## config.mk

```make
export PLATFORM = sky130hd
export DESIGN_NAME = chess_game_fsm
export DESIGN_NICKNAME = d
export VERILOG_FILES = /design/src/rtl/chess_game_fsm.sv
export SDC_FILE = /design/constraint.sdc
export NUM_CORES = 1
export LEC_CHECK = 0
export ABC_AREA = 0
export CAP_MARGIN = 25
export CORE_UTILIZATION = 62
export CTS_CLUSTER_SIZE = 30
export DETAILED_ROUTE_END_ITERATION = 8
export PLACE_DENSITY = 0.88
export SYNTH_ARGS = -nofsm -noshare
export SYNTH_HDL_FRONTEND = slang
export SYNTH_SLANG_ARGS = --single-unit
```

## constraint.sdc

```tcl
create_clock -name Clock -period 6.2 [get_ports Clock]
set_input_delay 1.24 -clock Clock [delete_from_list [all_inputs] [get_ports Clock]]
set_output_delay 1.24 -clock Clock [all_outputs]
set_load 0.02 [all_outputs]
```

## src/rtl/chess_game_fsm.sv

```systemverilog
// Chess game sequencer: START -> CHESS -> WHITE/BLACK turns -> END, with a
// per-player countdown clock (Fischer increment), timeout and resignation.
module chess_game_fsm #(
    parameter int TICK_DIV          = 50000000,
    parameter int START_SECONDS     = 300,
    parameter int INCREMENT_SECONDS = 2,
    parameter int TIME_W            = 12
) (
    input  logic              Clock,
    input  logic              Reset,
    input  logic              Switch,
    input  logic              DrawDone,
    input  logic              MoveDone,
    input  logic              Resign,
    output logic [2:0]        State,
    output logic [TIME_W-1:0] WhiteTime,
    output logic [TIME_W-1:0] BlackTime,
    output logic [1:0]        Winner,
    output logic              Timeout,
    output logic              Tick
);

    localparam int PSC_W = (TICK_DIV > 2) ? $clog2(TICK_DIV) : 1;

    localparam logic [PSC_W-1:0]  PSC_LAST = PSC_W'(TICK_DIV - 1);
    localparam logic [TIME_W-1:0] T_INIT   = TIME_W'(START_SECONDS);
    localparam logic [TIME_W-1:0] T_MAX    = '1;
    localparam logic [TIME_W-1:0] T_ONE    = TIME_W'(1);
    localparam logic [1:0]        WIN_NONE  = 2'b00;
    localparam logic [1:0]        WIN_WHITE = 2'b01;
    localparam logic [1:0]        WIN_BLACK = 2'b10;

    typedef enum logic [2:0] {
        ST_START = 3'b000,
        ST_CHESS = 3'b001,
        ST_WHITE = 3'b010,
        ST_BLACK = 3'b011,
        ST_END   = 3'b100
    } state_e;

    state_e            state_q, state_d;
    logic [TIME_W-1:0] white_q, white_d;
    logic [TIME_W-1:0] black_q, black_d;
    logic [1:0]        winner_q, winner_d;
    logic              timeout_q, timeout_d;
    logic              tick_q, tick_d;
    logic [PSC_W-1:0]  psc_q, psc_d;

    logic              wrap;
    logic              is_white;
    logic [TIME_W-1:0] act_time;
    logic [TIME_W-1:0] act_next;

    function automatic logic [TIME_W-1:0] sat_add(input logic [TIME_W-1:0] t);
        logic [TIME_W:0] s;
        s = {1'b0, t} + (TIME_W+1)'(INCREMENT_SECONDS);
        return (s > {1'b0, T_MAX}) ? T_MAX : s[TIME_W-1:0];
    endfunction

    assign wrap     = (psc_q == PSC_LAST);
    assign is_white = (state_q == ST_WHITE);
    assign act_time = is_white ? white_q : black_q;

    always_comb begin
        state_d   = state_q;
        white_d   = white_q;
        black_d   = black_q;
        winner_d  = winner_q;
        timeout_d = timeout_q;
        tick_d    = 1'b0;
        psc_d     = psc_q;
        act_next  = act_time;

        case (state_q)
            ST_START: begin
                white_d   = T_INIT;
                black_d   = T_INIT;
                winner_d  = WIN_NONE;
                timeout_d = 1'b0;
                psc_d     = '0;
                if (Switch) state_d = ST_CHESS;
            end
            ST_CHESS: begin
                psc_d = '0;
                if (DrawDone) state_d = ST_WHITE;
            end
            ST_WHITE, ST_BLACK: begin
                // Prescaler free-runs across turn changes so both players share
                // the same second boundary.
                psc_d = wrap ? '0 : psc_q + PSC_W'(1);
                if (Resign) begin
                    state_d  = ST_END;
                    winner_d = is_white ? WIN_BLACK : WIN_WHITE;
                end else if (MoveDone) begin
                    act_next = sat_add(act_time);
                    state_d  = is_white ? ST_BLACK : ST_WHITE;
                    tick_d   = wrap;
                end else if (wrap) begin
                    tick_d   = 1'b1;
                    act_next = act_time - T_ONE;
                    if (act_time == T_ONE) begin
                        state_d   = ST_END;
                        winner_d  = is_white ? WIN_BLACK : WIN_WHITE;
                        timeout_d = 1'b1;
                    end
                end
                if (is_white) white_d = act_next;
                else          black_d = act_next;
            end
            ST_END: ;
            default: state_d = ST_START;
        endcase

        // Dropping the enable (or an illegal encoding) reinitialises everything.
        if ((state_q != ST_START && !Switch) ||
            !(state_q inside {ST_START, ST_CHESS, ST_WHITE, ST_BLACK, ST_END})) begin
            state_d   = ST_START;
            white_d   = T_INIT;
            black_d   = T_INIT;
            winner_d  = WIN_NONE;
            timeout_d = 1'b0;
            tick_d    = 1'b0;
            psc_d     = '0;
        end
    end

    always_ff @(posedge Clock) begin
        if (!Reset) begin
            state_q   <= ST_START;
            white_q   <= T_INIT;
            black_q   <= T_INIT;
            winner_q  <= WIN_NONE;
            timeout_q <= 1'b0;
            tick_q    <= 1'b0;
            psc_q     <= '0;
        end else begin
            state_q   <= state_d;
            white_q   <= white_d;
            black_q   <= black_d;
            winner_q  <= winner_d;
            timeout_q <= timeout_d;
            tick_q    <= tick_d;
            psc_q     <= psc_d;
        end
    end

    assign State     = state_q;
    assign WhiteTime = white_q;
    assign BlackTime = black_q;
    assign Winner    = winner_q;
    assign Timeout   = timeout_q;
    assign Tick      = tick_q;

endmodule

```

# Word level (Yosys, flattened, before mapping)
# Cells that the tools add are included.
# totals
regBits	57
input_bits	6
out_inout_bits	31
word_cells	83
# op_classes
add_sub_neg	3
order_cmp	1
n_eq_ne	19
muxes	32
n_bitwise	3
n_reduce_logical	18
# ops
operator	n
two-way mux 12 bit	7
one-hot mux 26 bit (2 select lines)	1
one-hot mux 12 bit (2 select lines)	2
adder 26 x 1 -> 26 bit (second input constant)	1
equality test 26 bit (second input constant)	1
two-way mux 26 bit	1
two-way mux 3 bit	6
inequality test 2 bit (second input constant)	8
adder 12 x 2 -> 13 bit (second input constant)	1
greater-than comparator 13 x 12 -> 1 bit (second input constant)	1
equality test 12 x 1 -> 1 bit (second input constant)	1
one-hot mux 3 bit (4 select lines)	1
subtractor 12 x 1 -> 12 bit (second input constant)	1
two-way mux 2 bit	5
AND reduction 5 bit	2
inequality test 3 bit (second input constant)	3
inequality test 4 bit (second input constant)	2
two-way mux 1 bit	7
equality test 3 x 2 -> 1 bit (second input constant)	2
OR reduction 2 bit	3
nonzero test 5 bit	1
one-hot mux 2 bit (2 select lines)	1
AND reduction 2 bit	2
AND reduction 4 bit	1
other kinds (11)	15

# Longest topological paths before layout
# Gate-level depths: netlist of the first run.
# depth
word_depth	9
depth_mapped	14
ltp_nobuf	11

# Least setup slack after synthesis of the first run
# OpenSTA, ideal clock, no wires.
# synth_path
path_kind	register to register
from	register state_q[1] (netlist: State[1])
to	register black_q[4] (netlist: BlackTime[4])
setup_ns	0.087
arrival_time_ns	3.489
slack_ns	2.624
stages_incl_launch_ff	14
period_less_slack_ns	3.576
path_cell_list	dfxtp_1 -> nor3b_2 -> buf_4 -> buf_4 -> mux2i_1 -> inv_1 -> ha_1 -> or3_1 -> o22ai_1 -> o211ai_1 -> o31ai_1 -> buf_2 -> a211oi_1 -> o31ai_1
# synth_via
elab_chain_cells	9
# synth_rtl
item	line	rtl
start, declared	41	state_e state_q, state_d;
start signal, assigned	137	state_q <= state_d;
equality test 3 x 2 -> 1 bit	61, 74, 116	
two-way mux 12 bit	62	assign act_time = is_white ? white_q : black_q;
adder 12 x 2 -> 13 bit	56	s = {1'b0, t} + (TIME_W+1)'(INCREMENT_SECONDS);
greater-than comparator 13 x 12 -> 1 bit	57	return (s > {1'b0, T_MAX}) ? T_MAX : s[TIME_W-1:0];
two-way mux 12 bit	57	
two-way mux 12 bit	94	end else if (MoveDone) begin
two-way mux 12 bit	91	if (Resign) begin
two-way mux 12 bit	107	if (is_white) white_d = act_next;
one-hot mux 12 bit (2 select lines)	74	case (state_q)
end signal, assigned	139	black_q <= black_d;
end, declared	43	logic [TIME_W-1:0] black_q, black_d;
# Several ways; a longest one is shown, not always the timed one. The select of a mux whose other input is x is not followed.
# A chain may end at the register's enable or synchronous reset.

# Worst setup path in the final report of the first run
# layout_path
from	register state_q[1] (netlist: State[1])
to	register white_q[7] (netlist: WhiteTime[7])
# layout_via
elab_chain_cells	9
# layout_rtl
item	line	rtl
equality test 3 x 2 -> 1 bit	61, 74, 116	
two-way mux 12 bit	62	
adder 12 x 2 -> 13 bit	56	
greater-than comparator 13 x 12 -> 1 bit	57	
two-way mux 12 bit	57	
two-way mux 12 bit	94	
two-way mux 12 bit	91	
two-way mux 12 bit	107	
one-hot mux 12 bit (2 select lines)	74	
end signal, assigned	138	white_q <= white_d;
end, declared	42	logic [TIME_W-1:0] white_q, white_d;
# Several ways; a longest one is shown, not always the timed one. The select of a mux whose other input is x is not followed.

==> metrics.yaml, run 1 <==
ys.flop_type: "dfxtp_1"
avgSynthCellArea_sq_um: 7.60
path_clk_slew_ns: 0.07
rsz0062_at_grt: "no"
io_buffer_count: 36
post_cts_resized: 0
cts_tree: "done"
cts_hold_buf: 0
crit_family: "simple AND/OR/NAND/NOR gates"
viasPerCell: 6.85
synth_cell_types: 65
syn_to_final_growth_pct: 15.0
synth_edf_count: 0
max_freq_mhz: 254
overflow: 0
power_switching_w: 0.000220
clock-root-buffer: "clkbuf_8"
dieArea_sq_um: 6560
hp-class: "flip-flop to flip-flop"
cp_slowest_stage_delay_ns: 0.63
sw_frac_of_total_pct: 27.3
io_pins: 37
drive_gt1_share_pct: 6.89
cts_inserted_buffers: 9
worstPathCellList: "nor3b_4 -> mux2i_1 -> inv_1 -> ha_1 -> nand4_1 -> mux2i_1 -> xnor2_1 -> a2bb2oi_2 -> o31ai_1 -> buf_4 -> or3_1 -> a41o_1"
synth_warnings: 0
ys_ff_latch: 57
n_antenna_cell: 0
antenna_found_initial: 0
die_h_um: 81.0
h-tree-depth: 3
regArea_sq_um: 1140
worst-setup-path-type: "flip-flop to flip-flop"
dr.pass1.iters: 7
ir_worst_vdd_mv: 0.131
initial_core_util_pct: 64.9
critPathBufInv: 2
async_flop_share_pct: 0
pwr_density_cell_nw_per_um2: 181
wl_per_cell_um: 19.3
grt_pass1_vias: 3708
core_sq_um: 5960
cts.path.max_buffers: 2
syn-num-nets: 522
syn_area_sq_um: 3870
clk_latency_ns: 0.35
slew_viol_final: 0
fin_nets: 546
place.detailed.hpwl_um: 8270
outcome: "completed"
hold_viol: 0
synth_top_area_share_pct: 29.5
intPower_w: 0.000585
die_w_um: 81.0
maxCapViolations: 0
worstMarginPinSlew_ns: 0.977
crit_slowest_cell: "dfxtp_1"
gp_congestion: 1.04
post_cts_buffers: 0
grt_pass1_wl_um: 18400
end_kind: "flip-flop"
finalClockSkew_ns: 0.0115
required_ns: 6.44
finalSetupTns_ns: 0
synth_area_leader_cell: "dfxtp_1"
grt_usage_pct: 37.0
grt_max_degree: 32
ant_nets: 0
clkPwrFrac_pct: 43.8
seq_power_share_pct: 46.4
combPwrFrac_pct: 9.8
startpoint_type: "flip-flop"
path_common_cell: "mux2i_1"
cts_num_sinks: 57
multi_input_area_sq_um: 2570
slew_headroom_pct: 34.8
setup_viol: 0
crit_arrival_ns: 4.17
period_minus_slack_ns: 3.93
finalCritPeriodShare_pct: 63.5
drcViolationCount: 0
routed_wl_um: 11800
ys_seq_area_share_pct: 29.5
first_iter_violations: 440
n_fill_cell: 475
num_rows: 28
synthCells: 509
vias: 4195
cp_max_fo: 17
leakagePower_nw: 1.60
post_dp_cell_area_sq_um: 4250
final_cell_area_sq_um: 4450
synth_area_leaders: "dfxtp_1 30%, nor2_1 5.7%, mux2i_1 4.7%, nand2_1 4.7%, nand3_1 4.0%"
==> metrics by stage <==
stage / hold slack (ns) / worst slack [ns] / total power (W) / util (%) / std cells
finish: 0.473 / 2.27 / 0.000804 / 74.7 / 612
global route: 0.500 / 1.98 / 0.000824 / 74.7 / 612
CTS: 0.471 / 2.34 / 0.000802 / 74.7 / 612
detailed placement: 0.463 / 2.39 / 0.000457 / 71.4 / 597
global placement: 0.445 / 2.55 / 0.000456 / 71.4 / 597
floorplan: 0.436 / 2.62 / 0.000430 / - / 509
==> tightest hold or removal path, cell delays in order, from the launching register on <==
cell and delay (ns):
dfxtp_1 0.32, nand2_1 0.05, a21oi_1 0.05
==> power by group through the flow <==
stage          Clock, W  Sequential, W  Combinational [W]
6_report       0.000353       0.000374          0.0000784
5_1_grt        0.000368       0.000374          0.0000827
4_1_cts        0.000353       0.000373          0.0000753
3_5_place_dp          0       0.000382          0.0000750
3_3_place_gp          0       0.000381          0.0000743
2_1_floorplan         0       0.000381          0.0000484
==> logic make-up (layout without fill, tap and decap cells) <==
kind of cell	count (synthesis)	count (layout)	synth area share, %
AND/OR/NAND/NOR	244	244	32.4
XOR/XNOR	21	21	4.76
AO/OA/AOI/OAI	117	117	20.5
multiplexers	23	23	6.41
flip-flops	57	57	29.5
adder cells (fa/ha/maj)	7	7	2.27
buffers and inverters	40	68	4.24
==> cell type report <==
cell class                 instances  area share (%)
multi-input combinational        412            57.7
sequential                        57            25.7
timing repair buffer              43            9.29
clock buffer                      10            3.10
tap                               75            2.11
clock inverter                     5            1.27
inverter                          10           0.844
==> worst paths after layout <==
kind	to	cells past startpoint	startpoint	slack [ns]
worst min register to register	psc_q[25]	2	psc_q[25]	0.47
worst max register to register	WhiteTime[7]	12	State[1]	2.27
worst max-delay path	WhiteTime[7]	12	State[1]	2.27
worst min-delay path	psc_q[25]	2	psc_q[25]	0.47
==> registers in the layout, summed over array words and instances, names as in the netlist <==
register and flops:
Tick 1, Winner 2, WhiteTime 12, Timeout 1, BlackTime 12, psc_q 26, State 3
==> layout by cell type (no fill, tap or decap), drive strengths merged, types with 8 or more instances in the layout <==
master         count
and3              18
nor2              59
nand4             16
nand3             31
a31oi              8
dfxtp             57
a21oi             30
xnor2             11
nand2             48
clkbuf            10
xor2              10
nor3              22
mux2i             19
inv               10
clkdlybuf4s50     36
o21ai             24
==> cells in the mapped netlist, drive strengths merged, types with 2 or more instances <==
master / n
o22ai: 3
nor2b: 4
xor2: 10
o311ai: 5
a41o: 2
and4: 4
buf: 7
o211a: 3
or3: 5
a2bb2oi: 2
o31ai: 5
mux2: 4
or2: 3
ha: 7
a21oi: 30
nand2: 48
nor2: 59
o21ai: 24
or4: 4
o211ai: 4
nor4b: 5
inv: 10
nor4: 5
dfxtp: 57
nand2b: 3
a21boi: 2
nand4: 16
nand3: 31
and3: 18
nor3b: 3
mux2i: 19
xnor2: 11
a31oi: 8
nand3b: 3
clkbuf: 23
o221ai: 3
o41ai: 2
a21o: 5
and2: 7
o32a: 2
nor3: 22
o31a: 2
a211oi: 5
==> layer usage <==
layer | global-route usage (%) | share of wire (%)
met1 | 51.4 | 43
met2 | 55.1 | 43
met3 | 8.65 | 11
met4 | 13.8 | 2.6
met5 | 0 | 0
(Power assumes the default switching activity.)
==> run 2, diff against run 1 <==
Settings changed: CORE_UTILIZATION 62 to 52, PLACE_DENSITY 0.88 to 0.79.
Clock period 6.2 ns to 3.4 ns, I/O delays scaled along.
==> run 2 against run 1 <==
  * Count of clock-buffer cells in the layout is 1 lower
  * Die area up 19%
  * Total power rose by 100%
  * Design area rose by 4.2%
  * Via count rose by 2.2%
  * Non-clock buffer count increased by 13
  * Routed wire length is 3.6% higher
  * Sequential share of layout area decreased by 1.0 points
  * Core utilization is 10 points lower
  * Register-to-register slack got worse by 2.0 ns
==> metrics.yaml, run 2 (synthesis results as in run 1) <==
vias: 4286
initial_core_util_pct: 53.6
final_cell_area_sq_um: 4630
rsz0062_at_grt: "no"
drcViolationCount: 0
pwr_density_cell_nw_per_um2: 354
end_kind: "flip-flop"
final_util_pct: 64.2
layout_common_cells: "59 x nor2_1, 57 x dfxtp_1, 48 x nand2_1, 36 x clkdlybuf4s50_1, 31 x nand3_1"
place.detailed.hpwl_um: 8740
cts_num_sinks: 57
wl_met2_um: 5500
cts_inserted_buffers: 9
dieArea_sq_um: 7780
regMostFlops: "psc_q"
h-tree-depth: 3
wl_per_cell_um: 18.8
period_minus_slack_ns: 3.12
hold_depth: 2
overflow: 0
finalCritPeriodShare_pct: 91.9
syn_to_final_growth_pct: 19.8
clk_latency_ns: 0.35
worstMarginPinSlew_ns: 0.727
power_switching_w: 0.000423
reg2reg_depth: 13
viasPerCell: 6.59
n_antenna_cell: 0
grt_max_degree: 32
path_clk_slew_ns: 0.07
post_dp_cell_area_sq_um: 4380
worstReg2RegEnd: "BlackTime[7]"
startpoint_type: "flip-flop"
io_buffer_count: 36
intPower_w: 0.00122
die_w_um: 88.2
slew_viol_final: 0
drive_gt1_share_pct: 9.44
crit_arrival_ns: 3.37
max_freq_mhz: 320
setup_ws_ns: 0.276
post_cts_buffers: 0
clkPwrFrac_pct: 49.0
final_common_cell: "nor2_1"
met1_length_um: 4990
required_ns: 3.65
r2r-start: "State[2]"
cts.path.max_buffers: 2
leakagePower_nw: 1.69
combPwrFrac_pct: 9.8
seq_power_share_pct: 41.3
hp-class: "flip-flop to flip-flop"
grt_pass1_wl_um: 19600
core_sq_um: 7210
io_pins: 37
largest_register_ffs: 26
cts_tree: "done"
clock-root-buffer: "clkbuf_8"
dp_slack_ns: 0.411
finalClockSkew_ns: 0.00939
worst-setup-path-type: "flip-flop to flip-flop"
top_layer: "met4"
grt_pass1_vias: 3873
cp_max_fo: 11
grt_usage_pct: 32.9
slew_headroom_pct: 51.3
fin_nets: 559
outcome: "completed"
cp-startpoint: "State[2]"
num_rows: 31
routed_wl_um: 12200
die_h_um: 88.2
dr.pass1.iters: 6
n_fill_cell: 647
cts_hold_buf: 0
sw_frac_of_total_pct: 25.8
ir_worst_vdd_mv: 0.279
wl_met3_um: 1100
antenna_found_initial: 0
rrSetupSlack_ns: 0.28
setup_viol: 0
gp_congestion: 1.01
maxCapViolations: 0
critical_path.endpoint: "BlackTime[7]"
first_iter_violations: 671
hold_viol: 0
ant_nets: 0
finalSetupTns_ns: 0
post_cts_resized: 0
[run 2: cell types whose count changed in the layout (fill, tap and decap cells not counted), sizes merged]
cell	previous run	this run
buf	7	20
bufinv	1	3
clkbuf	10	9
clkinv	3	2
clkinvlp	1	0
inv	10	12
[run 2: how the worst min path moves through the flow]
stage                           end  slack [ns]  startpoint
after floorplan           psc_q[25]        0.44   psc_q[25]
after global placement    psc_q[25]        0.45   psc_q[25]
after detailed placement  psc_q[25]        0.47   psc_q[25]
after CTS                 psc_q[25]        0.48   psc_q[25]
after global routing      psc_q[15]        0.53   psc_q[15]
final                     psc_q[25]        0.48   psc_q[25]
[run 2: cell type report]
cell class	count	area (sq um)	area share [%]
multi-input combinational	412	2570	55.5
sequential	57	1140	24.6
timing repair buffer	56	510	11.0
clock inverter	7	125	2.70
clock buffer	9	124	2.67
tap	99	124	2.67
inverter	10	37.5	0.810
[run 2: routing by layer]
layer | up-vias | track usage (%)
li1 | 1962 | -
met1 | 2011 | 43.0
met2 | 244 | 49.8
met3 | 69 | 6.53
met4 | 0 | 20.7
met5 | - | 0
[run 2: power groups by stage]
stage,sequential [W],combinational [W],clock (W)
after floorplan,0.000696,0.0000886,0
after global placement,0.000692,0.000151,0
after detailed placement,0.000692,0.000153,0
after CTS,0.000677,0.000154,0.000805
after global routing,0.000677,0.000170,0.000842
final,0.000677,0.000160,0.000803
[run 2: through the flow]
stage                     std cells  hold slack [ns]  total power, W
after floorplan                 509            0.436        0.000785
after global placement          634            0.446        0.000843
after detailed placement        634            0.465        0.000845
after CTS                       650            0.476         0.00164
after global routing            650            0.527         0.00169
final                           650            0.476         0.00164
[run 2: critical path, stage by stage (launching register included)]
cell and delay, ns:
dfxtp_1 0.34, nor3b_4 0.25, buf_4 0.22, mux2i_2 0.28, inv_1 0.12, ha_1 0.30
nand4_1 0.16, mux2i_1 0.13, xnor2_1 0.17, a2bb2oi_2 0.17, o31ai_1 0.09, buf_4 0.18
or3_1 0.38, a41o_1 0.24
